## config.mk

```make
export PLATFORM = sky130hd
export DESIGN_NAME = pipe_ctrl
export DESIGN_NICKNAME = d
export VERILOG_FILES = /design/src/rtl/pipe_ctrl.sv
export SDC_FILE = /design/constraint.sdc
export NUM_CORES = 1
export LEC_CHECK = 0
export CAP_MARGIN = 25
export CORE_ASPECT_RATIO = 1.75
export CORE_UTILIZATION = 30
export DETAILED_ROUTE_END_ITERATION = 10
export PLACE_DENSITY = 0.53
export SLEW_MARGIN = 15
export SYNTH_ARGS = -nofsm -noshare
export SYNTH_HDL_FRONTEND = slang
export SYNTH_SLANG_ARGS = --single-unit
```

## constraint.sdc

```tcl
create_clock -name clk -period 2.2 [get_ports clk]
set_input_delay 0.22 -clock clk [delete_from_list [all_inputs] [get_ports clk]]
set_output_delay 0.22 -clock clk [all_outputs]
set_load 0.005 [all_outputs]
```

## src/rtl/pipe_ctrl.sv

```systemverilog
// pipe_ctrl: 5-stage pipeline sequencer for stalls, redirect squashes, halt drain and perf counters.
module pipe_ctrl #(
    parameter int DRAIN_CYCLES = 3,
    parameter int CNT_W        = 16
) (
    input  logic             clk,
    input  logic             rst,
    input  logic [2:0]       ifid_rs,
    input  logic [2:0]       ifid_rt,
    input  logic             ifid_usesRs,
    input  logic             ifid_usesRt,
    input  logic             idex_memRead,
    input  logic             idex_regWrite,
    input  logic [2:0]       idex_writereg,
    input  logic             exmem_redirect,
    input  logic             halt_id,
    output logic             pc_en,
    output logic             ifid_en,
    output logic             ifid_flush,
    output logic             idex_flush,
    output logic             exmem_flush,
    output logic             halted,
    output logic [CNT_W-1:0] stall_cnt,
    output logic [CNT_W-1:0] flush_cnt,
    output logic             err
);
    typedef enum logic [1:0] {RUN = 2'b00, DRAIN = 2'b01, HALTED = 2'b10} state_t;
    state_t state_q, state_d;
    logic [3:0] cnt_q, cnt_d;
    logic [CNT_W-1:0] stall_q, stall_d, flush_q, flush_d;
    logic err_q, err_d, stall_inc, flush_inc, err_set, load_use;
    logic pc_en_c, ifid_en_c, ifid_fl_c, idex_fl_c, exmem_fl_c;
    assign load_use = idex_memRead & idex_regWrite &
                      ((ifid_usesRs & (ifid_rs == idex_writereg)) |
                       (ifid_usesRt & (ifid_rt == idex_writereg)));
    always_comb begin
        state_d    = state_q;
        cnt_d      = cnt_q;
        pc_en_c    = 1'b1;
        ifid_en_c  = 1'b1;
        ifid_fl_c  = 1'b0;
        idex_fl_c  = 1'b0;
        exmem_fl_c = 1'b0;
        stall_inc  = 1'b0;
        flush_inc  = 1'b0;
        err_set    = 1'b0;
        case (state_q)
            RUN: begin
                if (exmem_redirect) begin
                    ifid_fl_c  = 1'b1;
                    idex_fl_c  = 1'b1;
                    exmem_fl_c = 1'b1;
                    flush_inc  = 1'b1;
                end else if (load_use) begin
                    pc_en_c   = 1'b0;
                    ifid_en_c = 1'b0;
                    idex_fl_c = 1'b1;
                    stall_inc = 1'b1;
                end else if (halt_id) begin
                    pc_en_c   = 1'b0;
                    ifid_fl_c = 1'b1;
                    state_d   = DRAIN;
                    cnt_d     = 4'(DRAIN_CYCLES - 1);
                end
            end
            DRAIN: begin
                pc_en_c   = 1'b0;
                ifid_fl_c = 1'b1;
                // a redirect here means the halt itself was on the wrong path
                if (exmem_redirect) begin
                    pc_en_c    = 1'b1;
                    idex_fl_c  = 1'b1;
                    exmem_fl_c = 1'b1;
                    flush_inc  = 1'b1;
                    state_d    = RUN;
                end else if (cnt_q == 4'd0) begin
                    state_d = HALTED;
                end else begin
                    cnt_d = cnt_q - 4'd1;
                end
            end
            HALTED: begin
                pc_en_c   = 1'b0;
                ifid_en_c = 1'b0;
                err_set   = exmem_redirect | halt_id;
            end
            default: begin
                err_set = 1'b1;
                state_d = RUN;
            end
        endcase
        stall_d = (stall_inc && !(&stall_q)) ? stall_q + CNT_W'(1) : stall_q;
        flush_d = (flush_inc && !(&flush_q)) ? flush_q + CNT_W'(1) : flush_q;
        err_d   = err_q | err_set;
    end
    always_ff @(posedge clk) begin
        if (!rst) begin
            state_q <= RUN;
            cnt_q   <= 4'd0;
            stall_q <= '0;
            flush_q <= '0;
            err_q   <= 1'b0;
        end else begin
            state_q <= state_d;
            cnt_q   <= cnt_d;
            stall_q <= stall_d;
            flush_q <= flush_d;
            err_q   <= err_d;
        end
    end
    assign pc_en       = !rst | pc_en_c;
    assign ifid_en     = !rst | ifid_en_c;
    assign ifid_flush  = rst & ifid_fl_c;
    assign idex_flush  = rst & idex_fl_c;
    assign exmem_flush = rst & exmem_fl_c;
    assign halted      = (state_q == HALTED);
    assign stall_cnt   = stall_q;
    assign flush_cnt   = flush_q;
    assign err         = err_q;
endmodule

```

==> results.tsv <==
stage	metric	value	unit
placed_design	io_buffers	55	
critical_path	cp_slowest_cell	clkdlybuf4s50_1	
timing	relSlewSlack	61.7	%
yosys	syn_inst	255	
global_route	grt_pass1_vias	2138	
critical_path	worstSetupEndpointType	output port	
floorplan	rows	40	
route	wirelength	6020	µm
cts	cts_made_buffers	5	
power	power.leakage	1.08	nW
timing	tightest_slew	0.560	ns
route	via_per_inst	5.24	
yosys	syn_nets	276	
timing	hold_ws	0.479	ns
critical_path	cp_cell_sequence	clkdlybuf4s50_1 > xnor2_1 > nand4_1 > a21oi_1 > buf_4 > a21oi_1 > or3_1 > clkdlybuf4s15_1	
placed_design	place_congestion	0.770	
placed_design	dp.cells	405	
yosys	synth.cell_area	2150	µm²
route	wl_per_cell	14.5	µm
route	ant_nets	0	
critical_path	critPathTopFamily	buffers and inverters	
critical_path	start_kind	input pin	
final_layout	drive_gt1_share	11.2	%
critical_path	crit_buf_inv	3	
critical_path	critPathMaxStageDelay	0.47	ns
power	total_power	1.66	mW
timing	finalClockSkew	0.00465	ns
route	drt_iter0_markers	107	
timing	finalWorstSetupSlack	0.109	ns
critical_path	cp_common_cell	a21oi_1	
floorplan	die_h	114	µm
critical_path	cp_data_required_time	1.98	ns
timing	drv_slew	0	
route	via_count	2171	
critical_path	crit_arrival	1.87	ns
worst_hold_path	hold_path.class	flop to flop	
yosys	ys_types	52	
yosys	synth-main-ff-cell	dfxtp_1	
cts	clockBufferDepth	2	
final_layout	antenna_cells	0	
yosys	ys_ff_latch	39	
floorplan	io_pins	56	
yosys	seq_area_frac_synth	36.3	%
final_layout	stdcell_count	414	
cts	clock_latency	0.28	ns
floorplan	die_area	7530	µm²
timing	finalHoldViolations	0	
global_route	grt_max_degree	19	
critical_path	path_max_fanout	3	
yosys	async_flop_share	0	%
timing	finalSetupTns	0	ns
cts	cts_tree	built	
yosys	yosysWarnings	0	
floorplan	initial_core_util	31.2	%
yosys	synth_edf_count	0	
cts	root_buffer	clkbuf_16	
timing	period_share	95.0	%
final_layout	layout.nets	350	
yosys	synth.avg_cell_area	8.44	µm²
floorplan	die_w	66.0	µm
cts	htree_levels	2	
cts	clock-sinks	39	
timing	fin_crit	2.09	ns
cts	ctsHoldBuffers	0	
floorplan	core	6910	µm²
critical_path	worstSetupPathType	input pin to output port	
timing	setup_viol	0	
placed_design	dp_hpwl	4540	µm
power	powerDensity	542	nW/µm²
flow_run	maxCapViolCount	0	
route	dr.pass1.iters	4	
global_route	grt_usage	17.6	%
global_route	grt_pass1_wl	10100	µm
outcome	status	completed	
cts	clk_pin_slew	0.06	ns
power	ir_drop	0.322	mV
route	drc	0	
global_route	antenna_found_initial	0	
global_route	overflow	0	
timing	max_clock_freq	478	MHz
final_layout	syn2layout_area_growth	42.1	%
timing	rsz0062_at_grt	false	
placed_design	preCtsSetupSlack	-0.186	ns
-- repair_timing --
item | 4_1_cts | 5_1_grt
buffers inserted | 0 | 1
gates resized for setup | 8 | 1
setup endpoints to repair | 4 | 1
hold endpoints to repair | 0 | 0
pin swaps | 3 | 4
-- cells in the mapped netlist, drive strengths merged (5+ instances only) --
cell	n	area share [%]
a21oi	25	5.8
and3	5	1.5
and4	6	2.6
clkbuf	6	1.0
dfxtp	39	36
inv	10	1.7
nand2	18	3.1
nand2b	7	2.0
nand3	10	2.3
nand4	9	2.6
nor2	20	3.5
nor3	8	2.1
o21ai	8	1.9
o31ai	8	2.8
or3	5	1.5
or4	10	3.5
xnor2	10	4.1
-- worst paths after layout --
kind	from	to	slack, ns	cells past startpoint
hold / removal	cnt_q[0]$_SDFFE_PN0P_	cnt_q[0]$_SDFFE_PN0P_	0.48	1
setup / recovery	ifid_rt[2]	ifid_en	0.11	8
hold reg to reg	cnt_q[0]$_SDFFE_PN0P_	cnt_q[0]$_SDFFE_PN0P_	0.48	1
setup reg to reg	state_q[0]$_SDFFE_PN0P_	stall_cnt[7]$_SDFFE_PN0P_	0.27	6
-- layout make-up --
cell class / count / area, µm²
Clock buffer: 8 / 156
Fill cell: 714 / 3850
Inverter: 11 / 41.3
Multi-Input combinational cell: 195 / 1270
Sequential cell: 39 / 781
Tap cell: 84 / 105
Timing Repair Buffer: 77 / 708
-- logic make-up after synthesis --
| group | after synthesis | share of synthesized area, % |
|---|---|---|
| adders and majority gates | 4 | 2.32 |
| and+or+nand+nor | 113 | 31.0 |
| xor gates and xnor gates | 13 | 5.29 |
| buffers and inverters | 21 | 4.88 |
| DFF | 39 | 36.3 |
| AOI/OAI and AO/OA | 61 | 18.4 |
| muxes | 4 | 1.86 |
-- metrics by stage --
stage                     utilization (%)  instance area (µm²)
after floorplan                         -                 2150
after global placement               42.0                 2900
after detailed placement             42.0                 2900
after CTS                            44.2                 3050
after global routing                 44.3                 3060
final                                44.3                 3060
-- where the power goes --
part / switching (mW) / internal (mW) / leakage, nW
Combinational: 0.0765 / 0.0897 / 0.690
Sequential: 0.00812 / 0.716 / 0.315
Clock: 0.286 / 0.483 / 0.0772
-- layer usage --
layer | GRT usage (%) | vias to the layer above | routed length (µm) | part of all wire, %
li1 | - | 1096 | - | -
met1 | 17.7 | 1021 | 2310 | 38
met2 | 34.0 | 46 | 3400 | 56
met3 | 3.09 | 8 | 201 | 3.3
met4 | 7.09 | 0 | 111 | 1.8
met5 | 0 | - | 0 | 0
-- sequential cells by signal (all words and copies together) (netlist names) --
signal	flops
stall_cnt	16
cnt_q	4
err	1
state_q	2
flush_cnt	16
-- cell usage in the layout (no fill, tap or decap), types with 2 or more instances in the layout --
cell	instances
o21ai_1	3
or3_1	5
nor4_1	3
dlygate4sd2_1	6
nand4_1	9
xnor2_1	10
dfxtp_1	39
nand2b_1	7
ha_1	4
nor2_1	20
clkbuf_16	5
o31ai_1	8
nor2b_1	4
a31oi_1	2
inv_1	9
clkbuf_8	2
nand2_1	18
clkdlybuf4s50_1	48
a21oi_1	25
o21a_1	2
a211oi_1	2
and3_1	5
o31a_1	2
and4_1	5
nand3_1	10
o21ai_0	5
mux2i_1	4
xor2_1	3
or4_1	10
nor3_1	7
a311oi_1	2
buf_4	22
No activity file was read; power rests on OpenSTA's default activity.
